## config.mk

```make
export PLATFORM = sky130hd
export DESIGN_NAME = scope_capture_ctrl
export DESIGN_NICKNAME = d
export VERILOG_FILES = /design/src/rtl/scope_capture_ctrl.sv
export SDC_FILE = /design/constraint.sdc
export NUM_CORES = 1
export LEC_CHECK = 0
export BUFFER_PORTS_ARGS = -buffer_cell sky130_fd_sc_hd__buf_2
export CAP_MARGIN = 20
export CORE_MARGIN = 1
export CORE_UTILIZATION = 40
export CTS_CLUSTER_DIAMETER = 80
export DETAILED_ROUTE_END_ITERATION = 8
export HOLD_SLACK_MARGIN = 0.1
export RECOVER_POWER = 25
export SYNTH_ARGS = -nofsm -noshare
export SYNTH_HDL_FRONTEND = slang
export SYNTH_SLANG_ARGS = --single-unit
```

## constraint.sdc

```tcl
create_clock -name clk -period 5.42 [get_ports clk]
set_clock_uncertainty 0.1 [all_clocks]
set_input_delay 0 -clock clk [delete_from_list [all_inputs] [get_ports clk]]
set_output_delay 0 -clock clk [all_outputs]
set_load 0.1 [all_outputs]
```

## src/rtl/scope_capture_ctrl.sv

```systemverilog
// Capture sequencer: decimates the ADC sample stream, detects an edge (or forced)
// trigger and writes a pre/post-trigger record of DEPTH samples into a circular RAM.
module scope_capture_ctrl #(
  parameter int DATA_W = 14,
  parameter int ADDR_W = 10,
  parameter int DEC_W  = 16
) (
  input  logic              clk,
  input  logic              rst,
  input  logic              sample_valid,
  input  logic [DATA_W-1:0] sample,
  input  logic              arm,
  input  logic              force_trig,
  input  logic [DATA_W-1:0] trig_level,
  input  logic              trig_rising,
  input  logic [ADDR_W-1:0] pretrig,
  input  logic [DEC_W-1:0]  decim,
  output logic              wr_en,
  output logic [ADDR_W-1:0] wr_addr,
  output logic [DATA_W-1:0] wr_data,
  output logic [ADDR_W-1:0] trig_addr,
  output logic [ADDR_W-1:0] start_addr,
  output logic              busy,
  output logic              done,
  output logic [1:0]        state
);

  // NOTE: the encoding is {done, busy, state[1:0]}, so the status outputs are
  // plain register bits and need no decode logic behind them.
  typedef enum logic [3:0] {
    S_IDLE = 4'b0000,
    S_PRE  = 4'b0101,
    S_WAIT = 4'b0110,
    S_POST = 4'b0111,
    S_DONE = 4'b1000
  } fsm_t;

  fsm_t              fsm;
  logic [DEC_W-1:0]  dec_cnt;
  logic [DEC_W-1:0]  decim_l;
  logic [ADDR_W-1:0] pretrig_l;
  logic [ADDR_W-1:0] ptr;
  logic [ADDR_W-1:0] pre_cnt;
  logic [ADDR_W-1:0] post_cnt;
  logic [DATA_W-1:0] prev;
  logic              prev_valid;
  logic              force_pending;

  logic accepted;
  logic rise_hit;
  logic fall_hit;
  logic edge_hit;
  logic is_trig;

  assign done  = fsm[3];
  assign busy  = fsm[2];
  assign state = fsm[1:0];

  assign accepted = sample_valid && (dec_cnt == '0);
  assign rise_hit = ($signed(prev) <  $signed(trig_level)) &&
                    ($signed(sample) >= $signed(trig_level));
  assign fall_hit = ($signed(prev) >  $signed(trig_level)) &&
                    ($signed(sample) <= $signed(trig_level));
  assign edge_hit = prev_valid && (trig_rising ? rise_hit : fall_hit);
  // A force pulse arriving together with the sample counts as already pending.
  assign is_trig  = accepted && (force_pending || force_trig || edge_hit);

  // NOTE: all state below uses non-blocking assignments so every branch sees
  // the values from before this edge, regardless of statement order.
  always_ff @(posedge clk) begin
    if (rst) begin
      fsm           <= S_IDLE;
      dec_cnt       <= '0;
      decim_l       <= '0;
      pretrig_l     <= '0;
      ptr           <= '0;
      pre_cnt       <= '0;
      post_cnt      <= '0;
      prev          <= '0;
      prev_valid    <= 1'b0;
      force_pending <= 1'b0;
      wr_en         <= 1'b0;
      wr_addr       <= '0;
      wr_data       <= '0;
      trig_addr     <= '0;
      start_addr    <= '0;
    end else begin
      wr_en <= 1'b0;
      if (arm) begin
        fsm           <= S_PRE;
        pretrig_l     <= pretrig;
        decim_l       <= decim;
        dec_cnt       <= '0;
        ptr           <= '0;
        pre_cnt       <= '0;
        post_cnt      <= '0;
        prev_valid    <= 1'b0;
        force_pending <= 1'b0;
      end else begin
        if (sample_valid) begin
          dec_cnt <= accepted ? decim_l : dec_cnt - 1'b1;
        end
        if (accepted) begin
          prev       <= sample;
          prev_valid <= 1'b1;
        end
        if (accepted && (fsm inside {S_PRE, S_WAIT, S_POST})) begin
          wr_en   <= 1'b1;
          wr_addr <= ptr;
          wr_data <= sample;
          ptr     <= ptr + 1'b1;
        end

        unique case (fsm)
          S_PRE: begin
            if (force_trig) force_pending <= 1'b1;
            if (accepted) pre_cnt <= pre_cnt + 1'b1;
            // pretrig == 0 leaves PRE after a single cycle.
            if ((pre_cnt == pretrig_l) ||
                (accepted && (pre_cnt + 1'b1 == pretrig_l))) begin
              fsm <= S_WAIT;
            end
          end
          S_WAIT: begin
            if (is_trig) begin
              force_pending <= 1'b0;
              trig_addr     <= ptr;
              start_addr    <= ptr - pretrig_l;
              post_cnt      <= ~pretrig_l;
              fsm           <= (pretrig_l == '1) ? S_DONE : S_POST;
            end else if (force_trig) begin
              force_pending <= 1'b1;
            end
          end
          S_POST: begin
            if (accepted) begin
              post_cnt <= post_cnt - 1'b1;
              if (post_cnt == 1) fsm <= S_DONE;
            end
          end
          default: ;
        endcase
      end
    end
  end

endmodule

```

==> impl_metrics.toml <==
[outcome]
run_status = "finished clean"

[timing]
finalCritPeriodShare_pct = 62.38
hold_slack_ps = 177.5
tns_ps = 0
rsz0062_at_grt = "false"
setup_ws_ps = 2039
tightest_slew_ps = 1175
slew_viol_final = 0
hold_viol_final = 0
max_freq_ghz = 0.2958
layout_min_cycle_time_ps = 3381
finalSetupViolCount = 0
slew_headroom_pct = 22.01

[cts]
cts_resized = 0
cts_buffer_depth = 2
path_clk_slew_ps = 50
clk_latency_ps = 420
cts_tree = "done"
cts_buffers = 17
clock-sinks = 137
h-tree-depth = 4
cts_root_buf = "clkbuf_16"

[route]
routed_via_density = 5.210
wl_per_cell_um = 14.94
routed-via-count = 6440
drt_iter0_drc = 316
route.detailed.drc = 0
wirelength_um = 18470
drtAntennaViolNets = 0
drt-pass1-iter-count = 5

[worst_setup_path]
crit_path_end_kind = "flip-flop"
worst_path_largest_cell_delay_ps = 630
crit_family = "simple AND/OR/NAND/NOR gates"
critical-path-slowest-cell = "or2_1"
rrSetupSlack_ps = 2040
critPathArrivalTime_ps = 3610
start_kind = "flip-flop"
crit_type = "reg -> reg"
crit_chain = "or3_4, nor4b_4, nand4_2, or2_1, nor2_4, nand2_1, a21oi_1"
cp.required_ps = 5650
crit_fanout = 24
crit_buf_inv = 0

[final_layout]
final_core_util_pct = 50.04
final_nets = 1105
drive_above_1_share_pct = 12.46
diodes = 0
syn_to_final_growth_pct = 21.85

[yosys]
yosysMostFrequentCell = "dfxtp_1"
ys_async_sr_fraction_pct = 0
synth_top_area_share_pct = 38.48
yosysSeqAreaShare_pct = 38.48
ys_warn_count = 0
synth_edf_count = 0
synthFlopType = "dfxtp_1"
synthCells = 872
synth_top_area_cell = "dfxtp_1"
syn-mean-instance-area_sq_um = 8.174
synth_fp_nets = 975
ys_ff_latch = 137
synth_top_cells_by_area = "dfxtp_1, ha_1, nand2_1"
synth_commonest_cells = "dfxtp_1, nand2_1, nor2_1"
mappedNetlistArea_sq_mm = 0.007128
ys_types = 64

[pwr]
p_switching_mw = 0.6787
combPwrFrac_pct = 16.1
pwr-share-clk_pct = 40.4
powerDensity_mw_per_mm2 = 284.6
p_leak_nw = 3.452
p_int_mw = 1.793
seq_power_share_pct = 43.5
total_power_mw = 2.472
switching_share_pct = 27.45
ir_drop_mv = 0.2291

[floorplanning]
initial_core_util_pct = 41.07
die_area_sq_mm = 0.01836
fp.dieW_um = 135.5
io-pin-count = 109
dieHeight_um = 135.5
core-area_sq_mm = 0.01736
num_rows = 48

[grt]
grt-ovfl-total = 0
gr-usage-all-layers_pct = 20.76
grt_max_degree = 90
grt_pass1_vias = 6110
antenna_found_initial = 0
grt_pass1_wl_um = 30060

[placed_design]
hpwlAfterDp_um = 12590
post-place-ws_ps = 1993
io_buffers = 108
place.gp.congestion = 0.8366

[flow_run]
drv_cap = 0

[min_path]
holdCritPathClass = "in -> reg"
==> metal layers <==
layer,global-route usage [%],part of all wire [%],up-vias
met5,0,0,-
met4,6.554,1.1,0
met3,3.517,3.1,14
met2,34.13,46,112
met1,27.58,50,3009
li1,-,-,3305
==> cell usage in the layout (no fill, tap or decap), types with 4 or more instances in the layout <==
cell / instances
a211oi_1: 7
a21oi_1: 80
a31oi_1: 4
and3_1: 5
buf_2: 88
clkbuf_1: 25
clkbuf_16: 17
dfxtp_1: 137
dlygate4sd3_1: 42
ha_1: 42
inv_1: 45
mux2i_1: 49
nand2_1: 133
nand2b_1: 9
nand3_1: 16
nand4_1: 15
nor2_1: 92
nor2b_1: 5
nor3_1: 18
nor3b_1: 5
nor4_1: 9
o21ai_0: 35
o22ai_1: 8
o31ai_1: 9
or3_1: 15
xnor2_1: 18
xor2_1: 16
==> state kept, by name (all words and copies together), names as in the netlist <==
name           flops
force_pending      1
start_addr        10
pretrig_l         10
wr_data           14
fsm                4
dec_cnt           16
wr_addr           10
pre_cnt           10
post_cnt          10
ptr               10
prev              14
trig_addr         10
prev_valid         1
wr_en              1
decim_l           16
==> stage by stage <==
step / cell area [sq um] / cells
4_1_cts: 8711 / 1236
2_1_floorplan: 7128 / 872
6_report: 8686 / 1236
3_5_place_dp: 7796 / 1166
3_3_place_gp: 7796 / 1166
5_1_grt: 8686 / 1236
==> what timing repair did <==
| item | 4_1_cts | 5_1_grt |
|---|---|---|
| buffers inserted | 0 | 0 |
| hold buffers | 42 | 0 |
| endpoints found under the hold margin | 68 | 0 |
| setup endpoints to repair | 0 | 0 |
==> power by group through the flow <==
stage               sequential, mW  combinational, mW  clock [mW]
global route                  1.08              0.445        1.06
global placement              1.10              0.370           0
CTS                           1.08              0.399        1.02
finish                        1.08              0.397        1.00
floorplan                     1.10              0.267           0
detailed placement            1.10              0.372           0
==> cell families after synthesis <==
kind of cell	Yosys count	share of synthesized area, %
DFF	137	38.48
AOI/OAI and AO/OA	179	15.25
buffers and inverters	87	4.844
and+or+nand+nor	343	22.71
xor gates and xnor gates	34	4.178
adders and majority gates	43	7.653
muxes	49	6.881
==> tightest hold or removal path, cell delays in order <==
cell and delay [ps]:
buf_2 100, buf_4 290, mux2i_1 180, nor2_1 70
==> worst paths after layout <==
path | startpoint | end | cells after the start
worst max-delay path | dec_cnt[3]$_SDFFE_PP0P_ | wr_data[5]$_SDFFE_PP0P_ | 7
worst min-delay path | arm | decim_l[11]$_SDFFE_PP0P_ | 4
worst max register to register | dec_cnt[3]$_SDFFE_PP0P_ | wr_data[5]$_SDFFE_PP0P_ | 7
worst min register to register | wr_addr[1]$_SDFFE_PP0P_ | wr_addr[1]$_SDFFE_PP0P_ | 2
==> area by class of cell <==
type / instances / area (sq um)
fillers: 1720 / 8671
multi-input cells: 648 / 4040
flip-flops and latches: 137 / 2743
repair buffers: 153 / 958.4
clock buffers: 24 / 471.7
well taps: 225 / 281.5
inverters: 45 / 168.9
clock inverters: 4 / 22.52
(Power assumes the default switching activity.)
